<file path="src/rtl/m_mode_ctrl.sv">
// m_mode_ctrl
//   Mode controller for the motor-drive select mux. Debounces the three
//   operator keys, runs the IDLE/MAN/AUTO/DEAD/FAULT state machine, inserts a
//   dead-time stop interval on every manual/automatic changeover and latches
//   a fault when the automatic heartbeat goes silent.
//
// Ports:
//   clk          system clock
//   rst          synchronous reset, active-high
//   key_man      raw manual key (async, 1 = pressed)
//   key_auto     raw automatic key (async, 1 = pressed)
//   key_stop     raw stop key (async, 1 = pressed)
//   estop        emergency stop level (synchronous, 1 = stop)
//   auto_hb      one-cycle heartbeat from the automatic controller
//   m_s          mux select: 10 manual, 01 auto, 00 stop
//   dead_active  high while in DEAD
//   fault        high while in FAULT
//   state        current state code
module m_mode_ctrl #(
  parameter int DEB_CYCLES  = 500000,
  parameter int DEAD_CYCLES = 250000,
  parameter int WDT_CYCLES  = 50000000,
  parameter int CNT_W       = 26
) (
  input  logic       clk,
  input  logic       rst,
  input  logic       key_man,
  input  logic       key_auto,
  input  logic       key_stop,
  input  logic       estop,
  input  logic       auto_hb,
  output logic [1:0] m_s,
  output logic       dead_active,
  output logic       fault,
  output logic [2:0] state
);

  typedef enum logic [2:0] {
    IDLE  = 3'd0,
    MAN   = 3'd1,
    AUTO  = 3'd2,
    DEAD  = 3'd3,
    FAULT = 3'd4
  } state_t;

  localparam logic [CNT_W-1:0] DEB_MAX  = CNT_W'(DEB_CYCLES - 1);
  localparam logic [CNT_W-1:0] DEAD_MAX = CNT_W'(DEAD_CYCLES - 1);
  localparam logic [CNT_W-1:0] WDT_MAX  = CNT_W'(WDT_CYCLES - 1);
  localparam logic [CNT_W-1:0] ONE      = CNT_W'(1);

  // Key vectors are indexed 0 = man, 1 = auto, 2 = stop.
  logic [2:0]            sync1_q, sync1_d;
  logic [2:0]            sync2_q, sync2_d;
  logic [2:0]            deb_q, deb_d;
  logic [2:0]            deb_prev_q, deb_prev_d;
  logic [2:0]            press_q, press_d;
  logic [2:0][CNT_W-1:0] deb_cnt_q, deb_cnt_d;

  state_t                state_q, state_d;
  state_t                target_q, target_d;
  logic [CNT_W-1:0]      dead_cnt_q, dead_cnt_d;
  logic [CNT_W-1:0]      wdt_q, wdt_d;
  logic [1:0]            m_s_q, m_s_d;
  logic                  dead_active_q, dead_active_d;
  logic                  fault_q, fault_d;

  logic                  man_p, auto_p, stop_p;
  logic                  wdt_expire;

  // Key conditioning: synchroniser, debounce, registered rising-edge pulse.
  always_comb begin
    sync1_d    = {key_stop, key_auto, key_man};
    sync2_d    = sync1_q;
    deb_d      = deb_q;
    deb_cnt_d  = deb_cnt_q;
    deb_prev_d = deb_q;
    press_d    = deb_q & ~deb_prev_q;
    for (int i = 0; i < 3; i++) begin
      if (sync2_q[i] == deb_q[i]) begin
        deb_cnt_d[i] = '0;
      end else if (deb_cnt_q[i] == DEB_MAX) begin
        deb_d[i]     = sync2_q[i];
        deb_cnt_d[i] = '0;
      end else begin
        deb_cnt_d[i] = deb_cnt_q[i] + ONE;
      end
    end
  end

  // Mode state machine, next-state and registered output values.
  always_comb begin
    man_p      = press_q[0];
    auto_p     = press_q[1];
    stop_p     = press_q[2];
    state_d    = state_q;
    target_d   = target_q;
    // A heartbeat in the expiry cycle rescues the watchdog.
    wdt_expire = (state_q == AUTO) && (wdt_q == WDT_MAX) && !auto_hb;

    if (estop) begin
      // FAULT is sticky through estop; everything else drops to IDLE.
      if (state_q != FAULT) state_d = IDLE;
    end else begin
      case (state_q)
        IDLE: begin
          if (man_p)       state_d = MAN;
          else if (auto_p) state_d = AUTO;
        end
        MAN: begin
          if (stop_p) state_d = IDLE;
          else if (auto_p) begin
            state_d  = DEAD;
            target_d = AUTO;
          end
        end
        AUTO: begin
          if (stop_p) state_d = IDLE;
          else if (man_p) begin
            state_d  = DEAD;
            target_d = MAN;
          end else if (wdt_expire) state_d = FAULT;
        end
        DEAD: begin
          if (stop_p) state_d = IDLE;
          else begin
            // Retarget without restarting the interval; man wins a tie.
            if (man_p)       target_d = MAN;
            else if (auto_p) target_d = AUTO;
            if (dead_cnt_q == DEAD_MAX) state_d = target_d;
          end
        end
        FAULT: begin
          if (stop_p) state_d = IDLE;
        end
        default: state_d = IDLE;
      endcase
    end

    if ((state_q == DEAD) && (state_d == DEAD) && (dead_cnt_q != DEAD_MAX))
      dead_cnt_d = dead_cnt_q + ONE;
    else
      dead_cnt_d = '0;

    if ((state_q == AUTO) && (state_d == AUTO) && !auto_hb)
      wdt_d = (wdt_q == WDT_MAX) ? wdt_q : wdt_q + ONE;
    else
      wdt_d = '0;

    m_s_d         = 2'b00;
    dead_active_d = 1'b0;
    fault_d       = 1'b0;
    case (state_d)
      MAN:     m_s_d         = 2'b10;
      AUTO:    m_s_d         = 2'b01;
      DEAD:    dead_active_d = 1'b1;
      FAULT:   fault_d       = 1'b1;
      default: m_s_d         = 2'b00;
    endcase
  end

  always_ff @(posedge clk) begin
    if (rst) begin
      sync1_q       <= '0;
      sync2_q       <= '0;
      deb_q         <= '0;
      deb_prev_q    <= '0;
      press_q       <= '0;
      deb_cnt_q     <= '0;
      state_q       <= IDLE;
      target_q      <= MAN;
      dead_cnt_q    <= '0;
      wdt_q         <= '0;
      m_s_q         <= 2'b00;
      dead_active_q <= 1'b0;
      fault_q       <= 1'b0;
    end else begin
      sync1_q       <= sync1_d;
      sync2_q       <= sync2_d;
      deb_q         <= deb_d;
      deb_prev_q    <= deb_prev_d;
      press_q       <= press_d;
      deb_cnt_q     <= deb_cnt_d;
      state_q       <= state_d;
      target_q      <= target_d;
      dead_cnt_q    <= dead_cnt_d;
      wdt_q         <= wdt_d;
      m_s_q         <= m_s_d;
      dead_active_q <= dead_active_d;
      fault_q       <= fault_d;
    end
  end

  assign m_s         = m_s_q;
  assign dead_active = dead_active_q;
  assign fault       = fault_q;
  assign state       = state_q;

endmodule

</file>
<file path="config.mk">
export PLATFORM = sky130hd
export DESIGN_NAME = m_mode_ctrl
export DESIGN_NICKNAME = d
export VERILOG_FILES = /design/src/rtl/m_mode_ctrl.sv
export SDC_FILE = /design/constraint.sdc
export NUM_CORES = 1
export LEC_CHECK = 0
export CORE_ASPECT_RATIO = 0.8
export CORE_UTILIZATION = 55
export DETAILED_ROUTE_END_ITERATION = 6
export PLACE_DENSITY = 0.84
export SLEW_MARGIN = 20
export SYNTH_ARGS = -nofsm -noshare
export SYNTH_HDL_FRONTEND = slang
export SYNTH_SLANG_ARGS = --single-unit
</file>
<file path="constraint.sdc">
create_clock -name clk -period 3.6 [get_ports clk]
set_clock_uncertainty 0.15 [all_clocks]
set_input_delay 0.36 -clock clk [delete_from_list [all_inputs] [get_ports clk]]
set_output_delay 0.36 -clock clk [all_outputs]
set_load 0.02 [all_outputs]
</file>
==> metrics <==
status=complete, no violations; syn avg cell area=8.702 sq um; sequential-to-total area share from yosys stat=0.4452; DR pass1 iterations=5; Rows=36; largest cells by area after synthesis=dfxtp_1, xnor2_1, nor2_1; Worst slew margin=0.4139; Residual DRC=0; crit path DAT=2.65 ns; delay-heaviest family, CP=simple AND/OR/NAND/NOR gates; crit path max fanout=19; Via-to-Cell Ratio=5.473; total negative slack=0 ns; final WL=13240 um; design area=7844 sq um; P&R area growth vs syn=12.53%; Final Hold Fails=0; H-tree lvl count=4; crit end category=register; # Post-CTS Setup Buffers=0; Max Clock Freq=393.5 MHz; TritonCTS Buffers=17; Die Footprint=13130 sq um; share of layout cells above drive strength 1=0.06456; I/O pin total=14; most frequent cells in the layout=dfxtp_1, nor2_1, xnor2_1; Crit-path slowest cell=or4_4; post_cts resized=0; Final period util=0.7060; critical path, cell by cell=or4_4, nor4_1, a211oi_1, o31ai_4, buf_8, nor3_1; CP Data Required Time=3.71 ns; Core ar.=12250 sq um; DRT iter0 DRCs=404; Mapped Nets=813; Skew-Pair Late Insertion Delay=0.42 ns; largest net degree at the start of global routing=30; Mapped Cells=801; Post-DP Area=7246 sq um; crit path kind=reg2reg; # diodes=0; final hold slack=0.2325 ns; largest area contributor in the netlist=dfxtp_1; TritonCTS Sinks=155; antenna violations before repair=0; Placed Cells=960; Post-synth ARST share=0; hold buffer count at cts=0; first-pass GRT wire length=22990 um; Tmin final=2.541 ns; root buf cell=clkbuf_16; max-cap violations=0; Setup Viol. Count Final=0; startpoint types=register; Nets=821; average wire per standard cell=13.35 um; die height=102.7 um; Max VDD drop=0.3499 mV; Die W=127.9 um; number of synthesized flops with an enable pin=0; vias in the first global route=4977; Netlist Area Pre-Place=6970 sq um; gr usage total=0.2160; Synth cell types=52; Seq cells post-synth=155; grt total ovfl=0; worst stage delay on the critical path=0.56 ns; via count=5429; I/O Buffers=13; most common cell after layout, fill and taps aside=dfxtp_1; total leakage power=2.318 nW; Hold Crit Class=reg2reg; Primary FF master, synth=dfxtp_1; Max Slew Vio Count=0; Max Root-Sink Buffers=2; starting density of the core=0.5689; post-route ant nets=0; CTS tree=built; Post-DP HPWL=8634 um; RePlAce Congestion=0.7908; RSZ-0062 raised after global routing=no; Post-Layout Cell Count=992; Slew @ Worst Pin=0.8791 ns; Final Power=3.513 mW; Worst-path clk slew=0.06 ns; Pwr Density=447.9 nW/um^2; Synth warnings=0; top cell type's share of synthesized area=0.4452; CP Buf/Inv Count=1
-- state kept, by name, summed over array words and instances (netlist names) --
signal,count
dead_active,1
dead_cnt_q,26
deb_cnt_q,78
deb_prev_d,3
deb_prev_q,3
fault,1
m_s,2
press_q,3
state,3
sync1_q,3
sync2_q,3
target_q,3
wdt_q,26
-- final cells by class --
type	count	area (sq um)
multi-input combinational	589	3660
tap	171	214.0
inverter	27	101.3
sequential	155	3103
fill	969	4408
clock inverter	12	150.1
timing repair buffer	19	182.7
clock buffer	19	432.9
-- worst paths after layout --
path                 startpoint          to  slack [ns]  cells after the start
setup / recovery       wdt_q[7]    wdt_q[1]        1.06                      6
hold / removal    deb_prev_q[2]  press_q[2]        0.23                      1
setup reg to reg       wdt_q[7]    wdt_q[1]        1.06                      6
hold reg to reg   deb_prev_q[2]  press_q[2]        0.23                      1
-- metal layers --
layer,vias to the layer above,GRT usage,part of all wire
li1,2784,-,-
met1,2532,0.2951,0.50
met2,96,0.3432,0.45
met3,17,0.04567,0.037
met4,0,0.07059,0.011
met5,-,0,0
-- worst register-to-register path: cells and delay by family (launching register included) --
kind                   cells  cell delay (ns)
AO/OA/AOI/OAI              2             0.69
AND/OR/NAND/NOR            3             0.92
buffers and inverters      1             0.25
flip-flops                 1             0.36
-- per-stage QoR --
stage,worst slack (ns),utilization
after detailed placement,0.7318,0.5914
after floorplan,1.269,-
after CTS,0.7425,0.6390
final,1.059,0.6402
after global placement,0.7830,0.5905
after global routing,0.9358,0.6402
-- where the power goes --
group	internal, mW	switching [mW]
Clock	1.08	0.684
Combinational	0.0109	0.0153
Sequential	1.72	0.00216
Total	2.81	0.701
-- cell families (layout without fill, tap and decap cells) --
kind of cell    after synthesis  in the layout  synth area share
compound gates               35             35           0.03877
buf+inv                      57             77           0.03357
flops                       155            155            0.4452
xor+xnor                    121            121            0.1520
fa+ha+maj                     5              5          0.008975
simple gates                424            424            0.3157
mux                           4              4          0.005744
-- cells in the mapped netlist, types with 13 or more instances --
| master | n |
|---|---|
| nor4_1 | 22 |
| nand2_1 | 35 |
| xor2_1 | 34 |
| and4_1 | 14 |
| nand4_1 | 29 |
| and3_1 | 16 |
| clkbuf_1 | 24 |
| nand3_1 | 53 |
| nor2b_1 | 13 |
| nor3_1 | 62 |
| nor2_1 | 134 |
| dfxtp_1 | 155 |
| xnor2_1 | 87 |
| inv_1 | 27 |
(Power assumes the default switching activity.)
